### config.mk
export PLATFORM = sky130hd
export DESIGN_NAME = link_control
export DESIGN_NICKNAME = d
export VERILOG_FILES = /design/src/rtl/link_control.sv
export SDC_FILE = /design/constraint.sdc
export NUM_CORES = 1
export LEC_CHECK = 0
export CAP_MARGIN = 40
export CORE_MARGIN = 10
export CORE_UTILIZATION = 46
export DETAILED_ROUTE_END_ITERATION = 10
export GPL_TIMING_DRIVEN = 0
export PLACE_DENSITY = 0.78
export SLEW_MARGIN = 10
export SYNTH_ARGS = -nofsm -noshare
export SYNTH_HDL_FRONTEND = slang
export SYNTH_SLANG_ARGS = --single-unit
### constraint.sdc
create_clock -name clock -period 3.5 [get_ports clock]
set_clock_uncertainty 0.1 [all_clocks]
set_input_delay 0.7 -clock clock [delete_from_list [all_inputs] [get_ports clock]]
set_output_delay 0.7 -clock clock [all_outputs]
set_load 0.01 [all_outputs]
### src/rtl/link_control.sv
// Frame sequencer for datapath: one one-hot command per video frame, draw held
// until draw_done (or a timeout), attack animation spread over several frames.
module link_control #(
  parameter int ATTACK_FRAMES = 8,
  parameter int DRAW_TIMEOUT  = 4096
) (
  input  logic clock,
  input  logic reset,
  input  logic frame_tick,
  input  logic btn_up,
  input  logic btn_down,
  input  logic btn_left,
  input  logic btn_right,
  input  logic btn_attack,
  input  logic draw_done,
  output logic init,
  output logic idle,
  output logic attack,
  output logic up,
  output logic down,
  output logic left,
  output logic right,
  output logic draw,
  output logic draw_timeout,
  output logic frame_overrun
);

  localparam int AW = (ATTACK_FRAMES > 1) ? $clog2(ATTACK_FRAMES) : 1;
  localparam int DW = $clog2(DRAW_TIMEOUT);

  typedef enum logic [3:0] {
    S_RST, S_INIT, S_IDLE, S_ATTACK, S_UP, S_DOWN, S_LEFT, S_RIGHT, S_DRAW
  } state_t;

  state_t          state, state_nxt;
  logic [AW-1:0]   attack_cnt, attack_cnt_nxt;
  logic            attack_armed, attack_armed_nxt;
  logic [DW-1:0]   draw_cnt;
  logic            draw_last;
  logic            draw_expired;

  assign draw_last    = (draw_cnt == DW'(DRAW_TIMEOUT - 1));
  assign draw_expired = (state == S_DRAW) && draw_last && !draw_done;

  always_comb begin
    state_nxt        = state;
    attack_cnt_nxt   = attack_cnt;
    attack_armed_nxt = attack_armed;
    case (state)
      S_RST:  state_nxt = S_INIT;
      S_INIT: state_nxt = S_DRAW;
      S_IDLE: begin
        if (frame_tick) begin
          // Re-arm only after a frame with attack released: no auto-repeat.
          if (!btn_attack) attack_armed_nxt = 1'b1;
          if (attack_cnt != '0) begin
            state_nxt      = S_ATTACK;
            attack_cnt_nxt = attack_cnt - 1'b1;
          end else if (btn_attack && attack_armed) begin
            state_nxt        = S_ATTACK;
            attack_cnt_nxt   = AW'(ATTACK_FRAMES - 1);
            attack_armed_nxt = 1'b0;
          end else if (btn_up)    state_nxt = S_UP;
          else if (btn_down)      state_nxt = S_DOWN;
          else if (btn_left)      state_nxt = S_LEFT;
          else if (btn_right)     state_nxt = S_RIGHT;
          else                    state_nxt = S_DRAW;
        end
      end
      S_ATTACK, S_UP, S_DOWN, S_LEFT, S_RIGHT: state_nxt = S_DRAW;
      S_DRAW: if (draw_done || draw_last) state_nxt = S_IDLE;
      default: state_nxt = S_RST;
    endcase
  end

  always_ff @(posedge clock or negedge reset) begin
    if (!reset) begin
      state         <= S_RST;
      attack_cnt    <= '0;
      attack_armed  <= 1'b1;
      draw_cnt      <= '0;
      draw_timeout  <= 1'b0;
      frame_overrun <= 1'b0;
    end else begin
      state         <= state_nxt;
      attack_cnt    <= attack_cnt_nxt;
      attack_armed  <= attack_armed_nxt;
      // Zero on the first DRAW cycle, counts each DRAW cycle after.
      draw_cnt      <= (state == S_DRAW) ? draw_cnt + 1'b1 : '0;
      draw_timeout  <= draw_timeout | draw_expired;
      frame_overrun <= frame_overrun | (frame_tick && (state != S_IDLE));
    end
  end

  assign init   = (state == S_INIT);
  assign idle   = (state == S_IDLE);
  assign attack = (state == S_ATTACK);
  assign up     = (state == S_UP);
  assign down   = (state == S_DOWN);
  assign left   = (state == S_LEFT);
  assign right  = (state == S_RIGHT);
  assign draw   = (state == S_DRAW);

endmodule

==> metrics, run 1 <==
CP Capture Type=output port; Post-DP HPWL=1.88 mm; clock share of power=18.4%; post-synth cell types=35; net switching power=0.000267 W; leading cell type in the layout, fill and taps excluded=dfrtp_1; CTS Buf Count=3; clock root buffer master=clkbuf_4; sequential share of the synthesized area=49.0%; syn_nets=131; final setup fails=0; CTS clk-pin slew, worst paths=0.12 ns; Ports=19; first-pass GRT wire length=4.26 mm; gpl congestion=0.807; clock latency on the worst-skew pair=0.30 ns; syn_area_per_cell=9.46 um^2; r2r setup slk=1.78 ns; CTS sink count=22; crit path DAT=2.00 ns; die height=69.5 um; Die Wd=69.5 um; most frequent cells in the layout=dfrtp_1, clkdlybuf4s50_1, nor2_1, nand2_1, nor3_1; CTS tree=yes; wirelength, routed=2.43 mm; Combinational Power Share=34.3%; Core Rows=17; vias per inst=5.56; flops & latches, synth=22; DRC violations left=0; Hold Path Class=reg -> reg; total of max-cap violations=0; IO Port Bufs=18; Seq pwr share=47.2%; Final Hold Viols=0; PwrDens=539 nW/um^2; postcts setup bufs=0; total congestion overflow=0; Mapped Cells=119; crit share post-route=79.9%; share of layout cells above drive strength 1=9.15%; Syn Std Cell Area=1130 um^2; final worst path period need=2.80 ns; Crit path required time=2.70 ns; Worst Setup Path Type=reg -> out; f_max=0.357 GHz; Detailed Routing Iterations Pass 1=4; Area Overhead vs Synth=23.7%; initial antenna violation count=0; status=completed; largest net degree at the start of global routing=15; Placeable Area=2280 um^2; slew margin rel.=65.4%; ant diodes=0; H-tree levels=1; Post-CTS Hold Buffers=0; Starting Density=49.5%; gr usage total=10.0%; total power=0.000751 W; nets@finish=155; RSZ-0062 raised after global routing=no; vias in the first global route=926; max-slew violation count=0; Pint=0.000484 W; Lkg Pwr=0.566 nW; DRT antenna net count=0; Wirelength per Cell=14.3 um; vias after detailed routing=945; Iteration-0 DRC Markers=27; worst ir drop on vdd=0.440 mV; die footprint=4830 um^2; worst-margin pin slew=0.514 ns; sw frac=35.6%; kind of start point of the critical path=flip-flop; crit-path max FO=7; post-CTS sizing=0; maximum clock insertion buffer count=2; Final TNS setup=0 ns; synth warn=0
-- stage by stage --
step / util (%) / worst slack (ns) / std cells / cell area [um^2] / hold slack [ns]
6_report: 61.2 / 0.702 / 170 / 1390 / 0.371
5_1_grt: 61.2 / 0.635 / 170 / 1390 / 0.384
4_1_cts: 61.2 / 0.685 / 170 / 1390 / 0.376
3_5_place_dp: 59.6 / 1.04 / 166 / 1360 / 0.349
3_3_place_gp: 58.9 / 1.05 / 165 / 1340 / 0.341
2_1_floorplan: - / 1.63 / 119 / 1130 / 0.304
-- sequential cells by signal, indices dropped and copies added, names as in the netlist --
signal,count
draw_cnt,12
state,4
attack_cnt,3
attack_armed,1
draw_timeout,1
frame_overrun,1
-- worst max-delay path: stages (launching register included) --
cell and delay (ns):
dfrtp_1 0.46, or4b_4 0.60, clkinv_4 0.10, clkdlybuf4s50_1 0.54
-- per-layer routing --
metal  wire, um  global-route usage [%]  part of all wire (%)
met5          0                       0                     0
met4         42                    3.77                   1.7
met3        136                    2.57                   5.6
met2       1270                    17.6                    52
met1        976                    11.2                    40
-- power groups by stage --
stage	clock, W	sequential (W)	combinational [W]
3_3_place_gp	0	0.000359	0.000240
5_1_grt	0.000152	0.000367	0.000291
2_1_floorplan	0	0.000348	0.000164
3_5_place_dp	0	0.000359	0.000260
4_1_cts	0.000142	0.000355	0.000263
6_report	0.000138	0.000355	0.000258
-- cell usage after synthesis (all sizes together) --
cell type / number / area share (%)
mux2i: 1 / 0.89
or4b: 1 / 1.2
a21o: 2 / 1.4
and2: 1 / 0.56
xnor2: 4 / 3.1
o32ai: 1 / 0.78
dfrtp: 21 / 47
nand2: 11 / 3.7
nand2b: 1 / 0.56
xor2: 4 / 3.1
nor2: 16 / 5.3
a21oi: 3 / 1.3
clkbuf: 1 / 0.33
o31ai: 1 / 1.1
o2111ai: 1 / 0.78
or3: 3 / 1.7
inv: 6 / 2.0
nor3b: 1 / 0.67
nand3b: 1 / 0.67
nand3: 9 / 4.9
o21ai: 7 / 3.1
o21a: 1 / 0.67
o211a: 1 / 0.89
nor4: 3 / 1.7
dfstp: 1 / 2.3
or2b: 1 / 0.67
nor3: 8 / 3.6
clkinv: 1 / 0.78
nor2b: 1 / 0.56
nand4: 2 / 1.1
or2: 1 / 0.56
ha: 3 / 3.3
-- path summary, 6_finish.rpt --
path / start / endpoint / cells past startpoint
max in group asynchronous: reset / attack_armed / 2
worst max-delay path: state[0] / idle / 3
worst min-delay path: frame_overrun / frame_overrun / 1
min in group asynchronous: reset / attack_cnt[1] / 1
worst max register to register: state[0] / state[3] / 5
worst min register to register: frame_overrun / frame_overrun / 1
-- kinds of logic after synthesis --
kind of cell,synth area share (%)
compound gates,10.1
fa+ha+maj,3.33
mux,0.889
xor+xnor,6.22
buf+inv,3.11
flops,49.0
simple gates,27.3
-- final cells by class --
| class | instances | area (um^2) |
|---|---|---|
| buffer | 1 | 3.75 |
| clock buffer | 4 | 36.3 |
| fill | 191 | 883 |
| inverter | 7 | 31.3 |
| multi-input combinational | 89 | 539 |
| sequential | 22 | 552 |
| tap | 28 | 35.0 |
| timing repair buffer | 19 | 195 |
Power figures use the tool's default switching activity.
==> run 2, diff against run 1 <==
clock period = 2.7 ns   (was 3.5 ns; I/O delays follow)
==> run 2 against run 1 <==
  * Critical path depth unchanged
  * Via count is the same
  * Utilization rose by 0.055 points
  * Non-clock buffer count is the same
  * Design area is essentially flat
  * Cell count stayed put
  * Global-route usage unchanged
  * Sequential cell count did not move
  * Clock power is 30% higher
  * Largest cell class unchanged
==> metrics, run 2 (synthesis results as in run 1) <==
vias per inst=5.56; Core Rows=17; status=completed; die footprint=4830 um^2; total congestion overflow=0; gr usage total=10.0%; Critical Path Start=state[0]; ant diodes=0; Area Overhead vs Synth=23.8%; r2r setup slk=0.99 ns; final worst setup slack=0.0710 ns; crit path DAT=1.99 ns; Place WS=0.401 ns; worst-margin pin slew=0.514 ns; Hold Path Origin=frame_overrun; DRT antenna net count=0; Lkg Pwr=0.565 nW; total power=0.000975 W; largest net degree at the start of global routing=15; final setup fails=0; crit-path cells=or4b_4 > clkinv_4 > clkdlybuf4s50_1; reg-to-reg endpoint=state[3]; WHS Endpoint=frame_overrun; IO Port Bufs=18; Detailed Routing Iterations Pass 1=4; clock latency on the worst-skew pair=0.30 ns; kind of start point of the critical path=flip-flop; CTS clk-pin slew, worst paths=0.12 ns; Final TNS setup=0 ns; crit-path max FO=7; Crit path required time=2.06 ns; Largest register FFs=12; Placeable Area=2280 um^2; clock root buffer master=clkbuf_4; nets@finish=155; Wirelength per Cell=14.3 um; Ports=19; die height=69.5 um; f_max=0.380 GHz; RSZ-0062 raised after global routing=no; PwrDens=700 nW/um^2; DRC violations left=0; CTS Buf Count=3; slew margin rel.=65.4%; total of max-cap violations=0; initial antenna violation count=0; Worst Setup Path Type=reg -> out; Starting Density=49.5%; Post-CTS Hold Buffers=0; CP Capture Type=output port; final design utilization=61.2%; Slowest cell on crit path=or4b_4; Iteration-0 DRC Markers=27; Post-DP HPWL=1.88 mm; Hold Path Class=reg -> reg; Reg2Reg Launch Point=state[0]; H-tree levels=1; gpl congestion=0.807; Die Wd=69.5 um; Most flops, register=draw_cnt; worst ir drop on vdd=0.571 mV; Sequential Area=553 um^2; max-slew violation count=0; fill count=190; CTS tree=yes; maximum clock insertion buffer count=2; r2r worst-path depth=5; vias after detailed routing=945; first-pass GRT wire length=4.26 mm; CTS sink count=22; final worst path period need=2.63 ns; CP max stage delay=0.58 ns; area of the multi-input gates=539 um^2; postcts setup bufs=0; Final Hold Viols=0; top flop regs=draw_cnt (12), state (4), attack_cnt (3); Hold Path Depth=1; most frequent cells in the layout=dfrtp_1, clkdlybuf4s50_1, nor2_1, nand2_1, nor3_1; vias in the first global route=926; crit share post-route=97.4%; wirelength, routed=2.43 mm; share of layout cells above drive strength 1=9.86%; leading cell type in the layout, fill and taps excluded=dfrtp_1
==> run 2: through the flow <==
step                instance area [um^2]  hold WS (ns)  instances
global route                        1390         0.384        170
floorplan                           1130         0.144        119
global placement                    1340         0.341        165
CTS                                 1390         0.376        170
detailed placement                  1360         0.349        166
finish                              1390         0.371        170
==> run 2: layout make-up <==
cell class,count,area share [%]
Inverter,7,2.24
Timing Repair Buffer,19,14.0
Clock buffer,4,2.60
Buffer,1,0.269
Multi-Input combinational cell,89,38.7
Tap cell,28,2.51
Sequential cell,22,39.7
==> run 2: critical path: cells and delay by family (launching register included) <==
kind / cells / cell delay, ns
buffers and inverters: 2 / 0.64
and+or+nand+nor: 1 / 0.58
DFF: 1 / 0.46
==> run 2: timing repair <==
item | in CTS | in global routing
endpoints found under the hold margin | 0 | 0
endpoints found under the setup margin | 0 | 1
resized for setup | 0 | 1
==> run 2: layer usage <==
layer	track usage (%)	routed length, um	up-vias
li1	-	-	459
met1	11.2	976	463
met2	17.6	1270	19
met3	2.57	136	4
met4	3.77	42	0
met5	0	0	-
==> run 2: how the worst max path moves through the flow <==
stage,end
after global placement,idle
after global routing,idle
after detailed placement,idle
final,idle
after floorplan,idle
after CTS,idle
==> run 2: where the power goes <==
part	total (W)	switching, W	internal [W]
Combinational	0.000334	0.000184	0.000150
Clock	0.000180	0.0000972	0.0000823
Sequential	0.000461	0.0000649	0.000396
==> run 3, diff against run 2 <==
clock period = 3.15 ns   (was 2.7 ns; I/O delays follow)
==> results of run 3 <==
Same layout as run 1 (identical final DEF). Status: completed.
Main changes from that run: setup slack after placement 1.04 ns -> 0.761 ns; setup slack after layout 0.702 ns -> 0.422 ns; register-to-register setup slack 1.78 ns -> 1.43 ns; total power 0.000751 W -> 0.000835 W; worst IR drop on VDD 0.440 mV -> 0.489 mV
